File: src/rtl/decode_execute_register.sv
// Decode->execute pipeline register with stall/flush, valid tracking and zero-register write suppression.
// Optional performance counters (StallCountE/BubbleCountE) are built when DE_REG_PERF_EN is defined.
module decode_execute_register #(
    parameter int N = 32
) (
    input  logic         clk,
    input  logic         rst,
    input  logic         StallE,
    input  logic         FlushE,
    input  logic         ValidD,
    input  logic [N-1:0] RD1D,
    input  logic [N-1:0] RD2D,
    input  logic [N-1:0] ExtImmD,
    input  logic [N-1:0] PCPlus8D,
    input  logic [4:0]   RA1D,
    input  logic [4:0]   RA2D,
    input  logic [4:0]   WA3D,
    input  logic         RegWriteD,
    input  logic         MemWriteD,
    input  logic         MemtoRegD,
    input  logic         ALUSrcD,
    input  logic         BranchD,
    input  logic [3:0]   ALUControlD,
    input  logic [1:0]   FlagWriteD,
    input  logic [3:0]   CondD,
    output logic [N-1:0] RD1E,
    output logic [N-1:0] RD2E,
    output logic [N-1:0] ExtImmE,
    output logic [N-1:0] PCPlus8E,
    output logic [4:0]   RA1E,
    output logic [4:0]   RA2E,
    output logic [4:0]   WA3E,
    output logic         RegWriteE,
    output logic         MemWriteE,
    output logic         MemtoRegE,
    output logic         ALUSrcE,
    output logic         BranchE,
    output logic [3:0]   ALUControlE,
    output logic [1:0]   FlagWriteE,
    output logic [3:0]   CondE,
`ifdef DE_REG_PERF_EN
    output logic [15:0]  StallCountE,
    output logic [15:0]  BubbleCountE,
`endif
    output logic         ValidE
);

    typedef struct packed {
        logic         valid;
        logic         regwrite;
        logic         memwrite;
        logic         memtoreg;
        logic         alusrc;
        logic         branch;
        logic [3:0]   aluctl;
        logic [1:0]   flagwrite;
        logic [3:0]   cond;
        logic [N-1:0] rd1;
        logic [N-1:0] rd2;
        logic [N-1:0] extimm;
        logic [N-1:0] pcplus8;
        logic [4:0]   ra1;
        logic [4:0]   ra2;
        logic [4:0]   wa3;
    } stage_t;

    stage_t stage_q, stage_d;
    logic   bubble_wr;

    // A bubble is written on flush, or on a plain load of an invalid decode slot.
    assign bubble_wr = FlushE || (!StallE && !ValidD);

    always_comb begin
        stage_d = stage_q;
        if (bubble_wr) begin
            stage_d = '0;
        end else if (!StallE) begin
            stage_d.valid     = 1'b1;
            stage_d.regwrite  = RegWriteD && (WA3D != 5'd0);
            stage_d.memwrite  = MemWriteD;
            stage_d.memtoreg  = MemtoRegD;
            stage_d.alusrc    = ALUSrcD;
            stage_d.branch    = BranchD;
            stage_d.aluctl    = ALUControlD;
            stage_d.flagwrite = FlagWriteD;
            stage_d.cond      = CondD;
            stage_d.rd1       = RD1D;
            stage_d.rd2       = RD2D;
            stage_d.extimm    = ExtImmD;
            stage_d.pcplus8   = PCPlus8D;
            stage_d.ra1       = RA1D;
            stage_d.ra2       = RA2D;
            stage_d.wa3       = WA3D;
        end
    end

    always_ff @(posedge clk) begin
        if (rst) begin
            stage_q <= '0;
        end else begin
            stage_q <= stage_d;
        end
    end

    assign ValidE      = stage_q.valid;
    assign RegWriteE   = stage_q.regwrite;
    assign MemWriteE   = stage_q.memwrite;
    assign MemtoRegE   = stage_q.memtoreg;
    assign ALUSrcE     = stage_q.alusrc;
    assign BranchE     = stage_q.branch;
    assign ALUControlE = stage_q.aluctl;
    assign FlagWriteE  = stage_q.flagwrite;
    assign CondE       = stage_q.cond;
    assign RD1E        = stage_q.rd1;
    assign RD2E        = stage_q.rd2;
    assign ExtImmE     = stage_q.extimm;
    assign PCPlus8E    = stage_q.pcplus8;
    assign RA1E        = stage_q.ra1;
    assign RA2E        = stage_q.ra2;
    assign WA3E        = stage_q.wa3;

`ifdef DE_REG_PERF_EN
    function automatic logic [15:0] sat_inc(input logic [15:0] v);
        return (v == 16'hFFFF) ? v : v + 16'd1;
    endfunction

    logic [15:0] stall_cnt_q, stall_cnt_d;
    logic [15:0] bubble_cnt_q, bubble_cnt_d;

    always_comb begin
        stall_cnt_d  = stall_cnt_q;
        bubble_cnt_d = bubble_cnt_q;
        if (StallE && !FlushE) stall_cnt_d = sat_inc(stall_cnt_q);
        if (bubble_wr)         bubble_cnt_d = sat_inc(bubble_cnt_q);
    end

    always_ff @(posedge clk) begin
        if (rst) begin
            stall_cnt_q  <= '0;
            bubble_cnt_q <= '0;
        end else begin
            stall_cnt_q  <= stall_cnt_d;
            bubble_cnt_q <= bubble_cnt_d;
        end
    end

    assign StallCountE  = stall_cnt_q;
    assign BubbleCountE = bubble_cnt_q;
`endif

endmodule

File: config.mk
export PLATFORM = sky130hd
export DESIGN_NAME = decode_execute_register
export DESIGN_NICKNAME = d
export VERILOG_FILES = /design/src/rtl/decode_execute_register.sv
export SDC_FILE = /design/constraint.sdc
export NUM_CORES = 1
export LEC_CHECK = 0
export BUFFER_PORTS_ARGS = -buffer_cell sky130_fd_sc_hd__buf_2
export CAP_MARGIN = 20
export CORE_AREA = 3 3 125 127
export CTS_CLUSTER_SIZE = 24
export DETAILED_ROUTE_END_ITERATION = 12
export DIE_AREA = 0 0 128 130
export PLACE_DENSITY = 0.7
export SYNTH_ARGS = -nofsm -noshare
export SYNTH_HDL_FRONTEND = slang
export SYNTH_SLANG_ARGS = --single-unit
export TNS_END_PERCENT = 10
File: constraint.sdc
create_clock -name clk -period 1.9 [get_ports clk]
set_input_delay 0.095 -clock clk [delete_from_list [all_inputs] [get_ports clk]]
set_output_delay 0.095 -clock clk [all_outputs]
set_load 0.01 [all_outputs]
-- Word-level counts from Yosys, hierarchy flattened
Index checks and enable logic that the tools add are counted.
Widths: inputs -> output; s select.
- register bits: 159
- input bits: 163
- output and inout port bits: 159
- logic and storage cells: 23
- reductions and logical operators: 7
- operators with widths (cell ; number):
    $reduce_bool 5->1 ; 1
    $logic_and 1x1->1 ; 2
    $logic_not 1->1 ; 2
    $reduce_or 2->1 ; 1
    $logic_or 1x1->1 ; 1

-- Longest topological paths before layout
- depth after elaboration: 4
- mapped depth: 5
- depth with buffers taken out: 3

-- Worst setup path after synthesis
No wires, ideal clock.
- path kind: input to register
- from: input port StallE
- to: register stage_q (netlist bit PCPlus8E[14])
- library setup time: 0.114 ns
- arrival time: 0.821 ns
- data required time: 1.786 ns
- path slack: 0.965 ns
- stages on the path: 5
- buffers on the path: 3
- cell sequence: buf_4 > o21ai_4 > buf_2 > buf_4 > nor2_1
- word-level cells in the longest chain between the ends: 4
- RTL lines (item ; line ; text):
    start, declared ; 8 ; input logic StallE,
    $logic_not 1->1 ; - ;
    $logic_and 1x1->1 ; 71 ; assign bubble_wr = FlushE || (!StallE && !ValidD);
    $logic_or 1x1->1 ; 71 ;
    $reduce_or 2->1 (no line) ; - ;
    end signal, assigned ; 101 ; stage_q <= stage_d;
    end, declared ; 67 ; stage_t stage_q, stage_d;
Parallel ways exist; a longest one is shown, timed or not.
A chain may end at the register's enable or synchronous reset.

-- Final worst setup path
- from: input port WA3D[0]
- to: register stage_q (netlist bit RegWriteE)
- word-level cells in the longest chain between the ends: 2
- RTL lines (item ; line ; text):
    start, declared ; 17 ; input logic [4:0] WA3D,
    $reduce_bool 5->1 ; 79 ; stage_d.regwrite = RegWriteD && (WA3D != 5'd0);
    $logic_and 1x1->1 ; 79 ;
Every way passes these cells.

==> results by group <==
STA
  – Hold Slack: 37.4 ps
  – Min cycle time layout: 1240 ps
  – Final setup TNS: 0 ps
  – Skew final: 0 ps
  – Fin crit share: between 60 and 70%
  – Max Slew Vio Count: 0
  – Rel. slew slack: about three fifths
  – Final setup margin: around 660 ps
  – Worst Tran Pin Value: between 600 and 700 ps
  – Max frequency: 803 MHz
  – Number of setup violations in the final report: 0
  – RSZ-0062 raised after global routing: false
  – Final Hold Fails: 0

Clocking
  – Clk root buf: clkbuf_16
  – CTS Buf Count: 17
  – Clk buf depth: 2
  – Clock sink total: 159
  – Gates resized, CTS repair: 0
  – Clk Latency, worst-skew pair: 410 ps
  – H-Tree Depth: 4
  – Clock-pin slew on the worst setup and hold paths: 60 ps
  – TritonCTS clock tree: built

Setup path
  – Critical Path AT: 1540 ps
  – Max FO, Critical Path: 2
  – Worst r2r src: PCPlus8E[3]$_SDFFE_PP0N_
  – Type of origin of the critical path: input pin
  – Crit path capture type: flip-flop
  – CP Class: input pin to flip-flop
  – Reg2reg path depth: 2
  – Critical Path RT: 2190 ps
  – Worst R2R End: PCPlus8E[3]$_SDFFE_PP0N_
  – R2r setup slk: roughly 1200 ps

Routing
  – Starting DRT DRC Count: 258
  – Routed Wire Length: 18200 um
  – Residual DRC count: 0
  – Post-DRT Antenna Nets: 0
  – DR vias/cell: 4.56
  – Vias: 5391
  – Drt pass-1 iters: 4
  – Drt wl/cell: 15.4 um

Place
  – Port bufs: 321
  – Placement Setup Slack: roughly 600 ps
  – Placed Cells: 994
  – GPL Wtd Cong: 0.786
  – Post-DP HPWL: ~11000 um

Power and ir drop
  – Maximum VDD drop: 0.510 mV
  – Total power: 0.00797 W
  – Pleak: 4.92 nW
  – Pwr/cell area: 836 mW/mm2

Global routing
  – Antenna violations before repair: 1
  – First-pass GRT wire length: 28200 um
  – Vias in the first global route: 5578
  – GRT Util Overall: 21.2%
  – Grt ovf: 0
  – Largest net degree at the start of global routing: about 80

Synth
  – Synth warn: 0
  – Avg Inst Size Synth: between 10 and 15 um2
  – Seq/Total Area, Yosys: approximately 56%
  – Post-synth design cell area: 0.00570 mm2
  – Mapped Nets: 680
  – Number of synthesized register bits: 159
  – Cell variety after synth: 13
  – Synth Instances: 517

Die
  – Core ar.: 0.0145 mm2
  – DIE AREA: about 0.017 mm2
  – Die H: 130 um
  – Die Width: 128 um
  – Ports: around 320
  – Starting Density: 39.2%
  – # rows: 44

Finish
  – Nets: 1149
  – Commonest non-fill, non-tap cell in the layout: buf_2
  – Syn-to-layout area delta: 67.4%
  – Ratio of cells with drive above 1 in the final layout: between 30% and 40%
  – Diodes inserted: 0
  – Layout Cells excl Fill: 1183
  – Most frequent cells in the layout: 320 x buf_2, 159 x dfxtp_1, 158 x nor2_1, 157 x mux2i_1, 157 x dlygate4sd3_1
  – Layout fillers: 1058

Hold path
  – Min-Delay Endpoint: ValidE$_SDFFE_PP0N_
  – Hold Path Stages: 2
  – Min-delay src: StallE
  – Worst hold path type: input pin to flip-flop

Run status
  – Status: finished clean

Run
  – Max Cap Viol: 0
synthesized netlist by cell type:
cell	number	area, um2
buf_2	6	30.0
o21ai_0	1	5.00
buf_4	16	120
nor2b_1	1	6.26
mux2i_1	157	1570
a21oi_1	2	10.0
o21ai_4	1	16.3
dfxtp_1	159	3180
or4_1	1	7.51
nor2_1	158	593
buf_6	13	146
nand2_1	1	3.75
inv_1	1	3.75
worst max-delay path, stage by stage:
cell,delay (ps)
dlygate4sd3_1,540
buf_2,130
or4_1,500
o21ai_0,180
a21oi_1,90
layout make-up:
class / count / area [um2] / area share [%]
clock buffers: 20 / 457 / 4.79
clock inverters: 12 / 158 / 1.65
inverters: 1 / 3.75 / 0.0394
multi-input cells: 322 / 2210 / 23.2
flip-flops and latches: 159 / 3180 / 33.4
well taps: 184 / 230 / 2.41
repair buffers: 485 / 3290 / 34.5
registers in the layout, indices dropped and copies added (netlist names):
| register | cells |
|---|---|
| ExtImmE | 32 |
| PCPlus8E | 32 |
| RD1E | 32 |
| RD2E | 32 |
| RA1E | 5 |
| RA2E | 5 |
| WA3E | 5 |
| ALUControlE | 4 |
| CondE | 4 |
| FlagWriteE | 2 |
| ALUSrcE | 1 |
| BranchE | 1 |
| MemWriteE | 1 |
| MemtoRegE | 1 |
| RegWriteE | 1 |
| ValidE | 1 |
cells by family (layout without fill, tap and decap cells):
| kind of cell | Yosys count | in the layout | share of synthesized area, % |
|---|---|---|---|
| mux | 157 | 157 | 27.6 |
| compound gates | 4 | 4 | 0.549 |
| simple gates | 161 | 161 | 10.7 |
| buf+inv | 36 | 518 | 5.27 |
| flops | 159 | 159 | 55.9 |
stage by stage:
step / utilization [%] / cell area (um2)
4_1_cts: 65.6 / 9530
3_3_place_gp: 50.6 / 7350
5_1_grt: 65.6 / 9530
2_1_floorplan: - / 5700
6_report: 65.6 / 9530
3_5_place_dp: 50.6 / 7350
power by group:
group / switching, W / total (W) / internal [W]
clock: 0.00136 / 0.00350 / 0.00215
sequential: 0.0000489 / 0.00348 / 0.00343
combinational: 0.000420 / 0.000991 / 0.000571
total: 0.00182 / 0.00797 / 0.00615
what timing repair did:
| action | in CTS | in global routing |
|---|---|---|
| hold buffers | 157 | 0 |
| endpoints found under the hold margin | 157 | 0 |
| setup buffers | 0 | 0 |
how the worst max path moves through the flow:
stage	start	to	depth (start not counted)
finish	WA3D[0]	RegWriteE$_SDFFE_PP0N_	5
global placement	StallE	ExtImmE[18]$_SDFFE_PP0N_	4
global route	WA3D[0]	RegWriteE$_SDFFE_PP0N_	5
floorplan	StallE	PCPlus8E[14]$_SDFFE_PP0N_	5
CTS	WA3D[0]	RegWriteE$_SDFFE_PP0N_	5
detailed placement	StallE	PCPlus8E[6]$_SDFFE_PP0N_	4
layer usage:
metal,vias to the layer above,wire [um],GRT usage [%]
li1,2652,-,-
met1,2450,7130,24.1
met2,250,9010,36.4
met3,37,1610,7.49
met4,2,442,8.55
met5,-,13,0
Power figures use the tool's default switching activity.
